File: src/rtl/cls_line_writer.sv
// PmodCLS line writer: streams an optional clear escape, a cursor-position escape
// and one text line to the SPI byte transmitter, with a fixed idle gap after each byte.
module cls_line_writer #(
   parameter int unsigned N_CHARS = 16,
   parameter int unsigned GAP     = 2000
) (
   input  logic                   CLK,
   input  logic                   RST,
   input  logic                   START,
   input  logic                   CLR,
   input  logic                   LINE,
   input  logic [8*N_CHARS-1:0]   TEXT,
   output logic [7:0]             TX_DATA,
   output logic                   TX_VALID,
   input  logic                   TX_READY,
   output logic                   BUSY,
   output logic                   DONE
);

   localparam int unsigned IDXW = $clog2(N_CHARS + 9);
   localparam int unsigned GW   = (GAP < 2) ? 1 : $clog2(GAP + 1);

   typedef enum logic [1:0] {IDLE, SEND, WAIT, FINISH} state_t;

   state_t               state_q, state_d;
   logic [IDXW-1:0]      idx_q, idx_d;
   logic [GW-1:0]        gap_q, gap_d;
   logic                 last_q, last_d;
   logic                 clr_q, clr_d;
   logic                 line_q, line_d;
   logic [8*N_CHARS-1:0] text_q, text_d;
   logic [7:0]           tx_data_q, tx_data_d;
   logic                 tx_valid_q, tx_valid_d;
   logic                 busy_q, busy_d;
   logic                 done_q, done_d;

   logic [IDXW-1:0]      hdr_c;
   logic [IDXW-1:0]      rel_c;
   logic [IDXW-1:0]      tidx_c;
   logic [IDXW-1:0]      last_idx_c;
   logic [7:0]           char_c;
   logic [7:0]           byte_c;

   // Byte at idx_q: clear prefix, then cursor escape, then text leftmost first.
   always_comb begin
      hdr_c      = clr_q ? IDXW'(3) : IDXW'(0);
      last_idx_c = clr_q ? IDXW'(N_CHARS + 8) : IDXW'(N_CHARS + 5);
      rel_c      = idx_q - hdr_c;
      tidx_c     = rel_c - IDXW'(6);
      char_c     = 8'h00;
      for (int unsigned i = 0; i < N_CHARS; i++) begin
         if (tidx_c == IDXW'(i)) char_c = text_q[8*(N_CHARS-1-i) +: 8];
      end
      byte_c = char_c;
      if (clr_q && (idx_q < IDXW'(3))) begin
         case (idx_q)
            IDXW'(0): byte_c = 8'h1B;
            IDXW'(1): byte_c = 8'h5B;
            default:  byte_c = 8'h6A;
         endcase
      end else if (rel_c < IDXW'(6)) begin
         case (rel_c)
            IDXW'(0): byte_c = 8'h1B;
            IDXW'(1): byte_c = 8'h5B;
            IDXW'(2): byte_c = {7'b0011000, line_q};
            IDXW'(3): byte_c = 8'h3B;
            IDXW'(4): byte_c = 8'h30;
            default:  byte_c = 8'h48;
         endcase
      end
   end

   // Next-state and next-output logic.
   always_comb begin
      state_d    = state_q;
      idx_d      = idx_q;
      gap_d      = gap_q;
      last_d     = last_q;
      clr_d      = clr_q;
      line_d     = line_q;
      text_d     = text_q;
      tx_data_d  = tx_data_q;
      tx_valid_d = tx_valid_q;
      busy_d     = busy_q;
      done_d     = 1'b0;
      case (state_q)
         IDLE: begin
            if (START) begin
               clr_d      = CLR;
               line_d     = LINE;
               text_d     = TEXT;
               idx_d      = '0;
               last_d     = 1'b0;
               tx_data_d  = 8'h1B;
               tx_valid_d = 1'b1;
               busy_d     = 1'b1;
               state_d    = SEND;
            end
         end
         SEND: begin
            if (TX_READY) begin
               tx_valid_d = 1'b0;
               gap_d      = GW'(GAP - 1);
               last_d     = (idx_q == last_idx_c);
               if (idx_q != last_idx_c) idx_d = idx_q + IDXW'(1);
               state_d    = WAIT;
            end
         end
         WAIT: begin
            if (gap_q == '0) begin
               if (last_q) begin
                  busy_d  = 1'b0;
                  done_d  = 1'b1;
                  state_d = FINISH;
               end else begin
                  tx_data_d  = byte_c;
                  tx_valid_d = 1'b1;
                  state_d    = SEND;
               end
            end else begin
               gap_d = gap_q - GW'(1);
            end
         end
         FINISH: state_d = IDLE;
         default: state_d = IDLE;
      endcase
   end

   always_ff @(posedge CLK or negedge RST) begin
      if (!RST) begin
         state_q    <= IDLE;
         idx_q      <= '0;
         gap_q      <= '0;
         last_q     <= 1'b0;
         clr_q      <= 1'b0;
         line_q     <= 1'b0;
         text_q     <= '0;
         tx_data_q  <= 8'h00;
         tx_valid_q <= 1'b0;
         busy_q     <= 1'b0;
         done_q     <= 1'b0;
      end else begin
         state_q    <= state_d;
         idx_q      <= idx_d;
         gap_q      <= gap_d;
         last_q     <= last_d;
         clr_q      <= clr_d;
         line_q     <= line_d;
         text_q     <= text_d;
         tx_data_q  <= tx_data_d;
         tx_valid_q <= tx_valid_d;
         busy_q     <= busy_d;
         done_q     <= done_d;
      end
   end

   assign TX_DATA  = tx_data_q;
   assign TX_VALID = tx_valid_q;
   assign BUSY     = busy_q;
   assign DONE     = done_q;

endmodule

File: config.mk
export PLATFORM = sky130hd
export DESIGN_NAME = cls_line_writer
export DESIGN_NICKNAME = d
export VERILOG_FILES = /design/src/rtl/cls_line_writer.sv
export SDC_FILE = /design/constraint.sdc
export NUM_CORES = 1
export LEC_CHECK = 0
export ABC_AREA = 1
export CORE_ASPECT_RATIO = 0.8
export CORE_MARGIN = 3
export CORE_UTILIZATION = 50
export CTS_CLUSTER_DIAMETER = 30
export DETAILED_ROUTE_END_ITERATION = 7
export PLACE_DENSITY_LB_ADDON = 0.15
export SETUP_SLACK_MARGIN = 0.3
export SYNTH_ARGS = -nofsm -noshare
export SYNTH_HDL_FRONTEND = slang
export SYNTH_SLANG_ARGS = --single-unit
File: constraint.sdc
create_clock -name CLK -period 6.7 [get_ports CLK]
set_input_delay 1.005 -clock CLK [delete_from_list [all_inputs] [get_ports CLK]]
set_output_delay 1.005 -clock CLK [all_outputs]
set_load 0.1 [all_outputs]
# [Word-level counts from Yosys, hierarchy flattened]
# Cells that the tools add are included.
[op_classes] add_sub_neg=4 order_cmp=2 eq_ne=32 mux=52 reduce_logical=18
[ops] op="$mux 8" count=21
[ops] op="$eq 5x4->1 const B" count=8
[ops] op="$pmux 7 s5" count=1
[ops] op="$eq 5x3->1 const B" count=5
[ops] op="$mux 11" count=2
[ops] op="$pmux 11 s2" count=1
[ops] op="$eq 5x2->1 const B" count=4
[ops] op="$pmux 8 s2" count=1
[ops] op="$eq 5x1->1 const B" count=3
[ops] op="$logic_not 5->1" count=3
[ops] op="$mux 5" count=3
[ops] op="$ne 2x2->1 const B" count=7
[ops] op="$pmux 7 s2" count=1
[ops] op="$reduce_and 4->1" count=3
[ops] op="$logic_not 11->1" count=1
[ops] op="$mux 1" count=11
[ops] op="$sub 11x1->11 const B" count=1
[ops] op="$mux 2" count=5
[ops] op="$pmux 5 s2" count=1
[ops] op="$reduce_and 3->1" count=3
[ops] op="$pmux 2 s4" count=1
[ops] op="$reduce_bool 2->1" count=3
[ops] op="$add 5x1->5 const B" count=1
[ops] op="$eq 5x5->1" count=1
[ops] op="15 further kinds" count=17
[totals] regBits=160 wordCells=119

# [Longest topological paths before layout]
[depth] ltp_word=25 mapped_depth=28 mapped_depth_nobuf=28

# [Worst setup path after synthesis]
# No wires, ideal clock.
[synth_path] path_kind="register to register" from="register idx_q[0]" to="register tx_data_q[5] (netlist: TX_DATA[5])" setup_time_ns=0.120 arrival_ns=2.900 required_ns=6.580 slack_ns=3.681 path_stages_with_launch=29 period_less_slack_ns=3.019 cell_sequence="dfrtp_1 > inv_1 > ha_1 > inv_1 > fa_1 > inv_1 > nand2_1 > nand2_1 > clkinv_2 > ha_1 > nand3b_1 > nand2_1 > nor2_1 > inv_2 > nor2_4 > inv_2 > nand2_1 > inv_1 > nand4_1 > o21ai_1 > nand4_1 > nor2_1 > nand4_1 > nand2_1 > nand2_1 > nand2_1 > nand2_1 > nand2_1 > nand2_1"
[synth_between] elab_chain_len=24 elab_cells_between_ends=51 cone_classes="add/sub (2); order compare (2); eq/ne (20); mux (23); reduce/logical (4)"
[synth_lines] item="from (decl)" line="26" rtl="logic [IDXW-1:0] idx_q, idx_d;"
[synth_lines] item="from (signal assigned)" line="144" rtl="idx_q <= idx_d;"
[synth_lines] item="$sub 5x2->5" line="48" rtl="rel_c = idx_q - hdr_c;"
[synth_lines] item="$sub 5x3->5" line="49" rtl="tidx_c = rel_c - IDXW'(6);"
[synth_lines] item="$logic_not 5->1" line="52" rtl="if (tidx_c == IDXW'(i)) char_c = text_q[8*(N_CHARS-1-i) +: 8];"
[synth_lines] item="$mux 8 (16 in a row)" line="52"
[synth_lines] item="$mux 8" line="61" rtl="end else if (rel_c < IDXW'(6)) begin"
[synth_lines] item="$mux 8 (*)" line="55" rtl="if (clr_q && (idx_q < IDXW'(3))) begin"
[synth_lines] item="$mux 8 (*)" line="111" rtl="if (last_q) begin"
[synth_lines] item="$mux 8 (*)" line="110" rtl="if (gap_q == '0) begin"
[synth_lines] item="$pmux 8 s2 (*)" line="86" rtl="case (state_q)"
[synth_lines] item="to (signal assigned)" line="150" rtl="tx_data_q <= tx_data_d;"
[synth_lines] item="to (decl)" line="32" rtl="logic [7:0] tx_data_q, tx_data_d;"
# Every way passes the cells marked *; elsewhere a longest branch is shown, timed or not. The select of a mux whose other input is x is not followed.
# A chain may end at the register's enable or synchronous reset.

# [Worst setup path in the final report]
[layout_path] from="register idx_q[0]" to="register tx_data_q[1] (netlist: TX_DATA[1])"
# Same word-level chain as after synthesis.

==> impl_metrics.toml <==
[outcome]
status = "finished, final reports clean"

[clock_tree]
htreeDepth = 4
clock_path_buffers = 2
cts_setup_buffers = 0
hold_buffers = 0
cts_root_buf = "clkbuf_16"
clock_sinks = 160
clkTransAtPathRegs_ns = 0.06
cts_tree = "yes"
clock_latency_ns = 0.43
cts_buffers = 17
cts_resized = 0

[place]
post-place-ws_ns = 2.98
port_buffers = 144
dpl.cell_count = 1359
gp_congestion = 0.847
post-dp-hpwl_um = 13900

[final_layout]
syn2layout_area_growth_pct = 28.3
num-fill-cells = 1374
layout_commonest_cell = "nand2_1"
n_antenna_cell = 0
layout_common_cells = "nand2_1, dfrtp_1, clkdlybuf4s50_1, inv_1, nor2_1"
stdcell_count = 1390
layout-drive-gt1-share_pct = 6.10
nets = 1310

[logic_synthesis]
synth_top_family_by_area = "simple AND/OR/NAND/NOR gates"
synthXorXnorAreaFrac_pct = 0
ys_seq_area_share_pct = 51.6
synth-simple-area-share_pct = 35.1
syn-num-nets = 1171
synthAdderAreaFrac_pct = 1.39
synth_top_cell_by_area = "dfrtp_1"
netlist_instances = 1029
yosysWarnings = 0
synth-compound-area-share_pct = 5.93
synth-seq-cells = 160
avgSynthCellArea_um2 = 7.55
muxShareOfSynthArea_pct = 0
synth.top_cell.area_share_pct = 51.6
syn_area_um2 = 7760
synth_area_leaders = "dfrtp_1, nand2_1, inv_1"
synth_cell_types = 36

[route]
route.detailed.drc = 0
antenna_left = 0
drtIter0Drc = 606
via_count = 6844
wl_um = 19500
drt_pass1_iterations = 5
wl_per_cell_um = 14.0
via_per_inst = 4.92

[global_route]
first_global_vias = 6626
grt-ovfl-total = 0
antenna_found_initial = 0
grt_pass1_wl_um = 32300
track_usage_pct = 23.3
grt_max_degree = 104

[critical_path]
crit_path_frequent_cell = "nand2_1"
critPathKind = "reg2reg"
cp_max_fo = 7
cp-start-kind = "flop"
cp.arrival_ns = 4.00
r2r-end = "TX_DATA[1]$_DFFE_PN0P_"
r2r_slack_ns = 3.02
cp-endpoint = "TX_DATA[1]$_DFFE_PN0P_"
r2r_start = "idx_q[0]$_DFFE_PN0P_"
critPathCaptureType = "flop"
ff2ff_path_depth = 22
cp_num_cells = 22
crit_path_max_incr_delay_ns = 0.41
required_ns = 7.02
path_cells = "inv_1 > ha_1 > inv_1 > fa_1 > inv_1 > nand2_1 > nand2_1 > clkinv_2 > ha_1 > nand3b_1 > nand3_2 > nor2_2 > nand2_1 > nand3_1 > a21oi_1 > nand4_1 > nor2_1 > nand4_1 > nor3_1 > nand4_1 > nand2_1 > a21boi_1"
crit_slowest_cell = "dfrtp_1"
critical_path.top_delay_family = "simple AND/OR/NAND/NOR gates"
startpoint = "idx_q[0]$_DFFE_PN0P_"
crit_buf_inv = 4

[sta]
slew_headroom_pct = 34.1
slew_viol_final = 0
tightest_slew_ns = 0.985
fin_skew_ns = 0.0112
final-hold-violation-count = 0
period_share_pct = 54.9
whs_ns = 0.467
fmax_mhz = 272
period_needed_ns = 3.68
setup_viol = 0
tns_ns = 0
rsz0062_at_grt = "no"
worst_slack_ns = 3.02

[pwr]
p_int_mw = 2.77
netSwitchingFraction_pct = 48.2
power.switching_mw = 2.58
ir_drop_v = 0.000245
seqPwrFrac_pct = 30.9
powerDensity_nw_per_um2 = 536
clockPowerShare_pct = 17.4
cellLeakagePower_nw = 4.91
comb_power_share_pct = 51.7

[worst_hold_path]
holdCritPathClass = "reg2reg"

[die]
dieArea_um2 = 17100
die_height_um = 117
rows = 40
core_um2 = 15100
die_w_um = 145
start_util_pct = 51.4
ios = 145

[run]
max_cap_viol_count = 0
==> layout make-up <==
| class | instances | area [um2] | area share, % |
|---|---|---|---|
| Tap cell | 210 | 263 | 2.64 |
| Multi-Input combinational cell | 745 | 3300 | 33.1 |
| Clock buffer | 22 | 474 | 4.76 |
| Inverter | 96 | 362 | 3.63 |
| Timing Repair Buffer | 148 | 1470 | 14.8 |
| Clock inverter | 9 | 83.8 | 0.842 |
| Sequential cell | 160 | 4000 | 40.2 |
==> state kept, by name, summed over array words and instances, names as in the netlist <==
register,flops
line_q,1
TX_DATA,8
clr_q,1
DONE,1
last_q,1
text_q,128
state_q,2
BUSY,1
TX_VALID,1
idx_q,5
gap_q,11
==> how the worst min path moves through the flow <==
stage,startpoint,endpoint,slack [ns],depth (start not counted)
floorplan,text_q[45]$_DFFE_PN0P_,text_q[45]$_DFFE_PN0P_,0.43,2
global placement,text_q[64]$_DFFE_PN0P_,text_q[64]$_DFFE_PN0P_,0.45,2
detailed placement,text_q[45]$_DFFE_PN0P_,text_q[45]$_DFFE_PN0P_,0.46,2
CTS,text_q[45]$_DFFE_PN0P_,text_q[45]$_DFFE_PN0P_,0.47,2
global route,text_q[97]$_DFFE_PN0P_,text_q[97]$_DFFE_PN0P_,0.49,2
finish,text_q[64]$_DFFE_PN0P_,text_q[64]$_DFFE_PN0P_,0.47,2
==> power groups by stage <==
stage / clock (mW) / sequential (mW) / combinational (mW)
2_1_floorplan: 0 / 1.71 / 1.92
3_3_place_gp: 0 / 1.65 / 2.70
3_5_place_dp: 0 / 1.65 / 2.75
4_1_cts: 0.937 / 1.65 / 2.78
5_1_grt: 0.977 / 1.70 / 3.14
6_report: 0.927 / 1.65 / 2.76
==> synth_stat cells <==
| master | n |
|---|---|
| o211ai_1 | 4 |
| o2111ai_1 | 1 |
| o21ai_1 | 2 |
| nand2_2 | 5 |
| clkbuf_1 | 22 |
| a21boi_1 | 2 |
| inv_2 | 8 |
| nand3_1 | 23 |
| a22oi_1 | 1 |
| nand3_2 | 2 |
| a31oi_1 | 2 |
| inv_1 | 87 |
| nor3b_1 | 1 |
| a221oi_1 | 1 |
| nor2_8 | 1 |
| a21oi_1 | 24 |
| dfrtp_1 | 160 |
| nand2_8 | 2 |
| o21ai_0 | 48 |
| or2_2 | 1 |
| nor3_2 | 1 |
| nor2_4 | 5 |
| ha_1 | 7 |
| nor2_1 | 62 |
| o21a_1 | 1 |
| nand2_1 | 498 |
| buf_1 | 6 |
| nor2_2 | 8 |
| or2_0 | 1 |
| nor3_1 | 10 |
| nor4_1 | 2 |
| clkinv_2 | 1 |
| fa_1 | 1 |
| nand2_4 | 3 |
| nand3b_1 | 2 |
| nand4_1 | 24 |
==> cells by family after synthesis <==
| family | after synthesis |
|---|---|
| buffers and inverters | 124 |
| DFF | 160 |
| AOI/OAI and AO/OA | 86 |
| adders and majority gates | 8 |
| and+or+nand+nor | 651 |
==> worst min-delay path, stage by stage, from the launching register on <==
cell and delay (ns):
dfrtp_1 0.34, nand2_1 0.05, nand2_1 0.05
==> per-layer routing <==
| layer | GRT usage [%] | vias up | share of wire (%) |
|---|---|---|---|
| li1 | - | 3471 | - |
| met1 | 33.8 | 3153 | 48 |
| met2 | 35.2 | 199 | 45 |
| met3 | 5.85 | 21 | 5.8 |
| met4 | 6.23 | 0 | 1.5 |
| met5 | 0 | - | 0 |
==> metrics by stage <==
step | total power [mW] | area [um2] | util, %
6_report | 5.34 | 9960 | 65.9
3_5_place_dp | 4.41 | 9400 | 62.2
5_1_grt | 5.81 | 9960 | 65.9
3_3_place_gp | 4.34 | 9400 | 62.2
2_1_floorplan | 3.62 | 7760 | -
4_1_cts | 5.36 | 9960 | 65.9
Power figures use the tool's default switching activity.
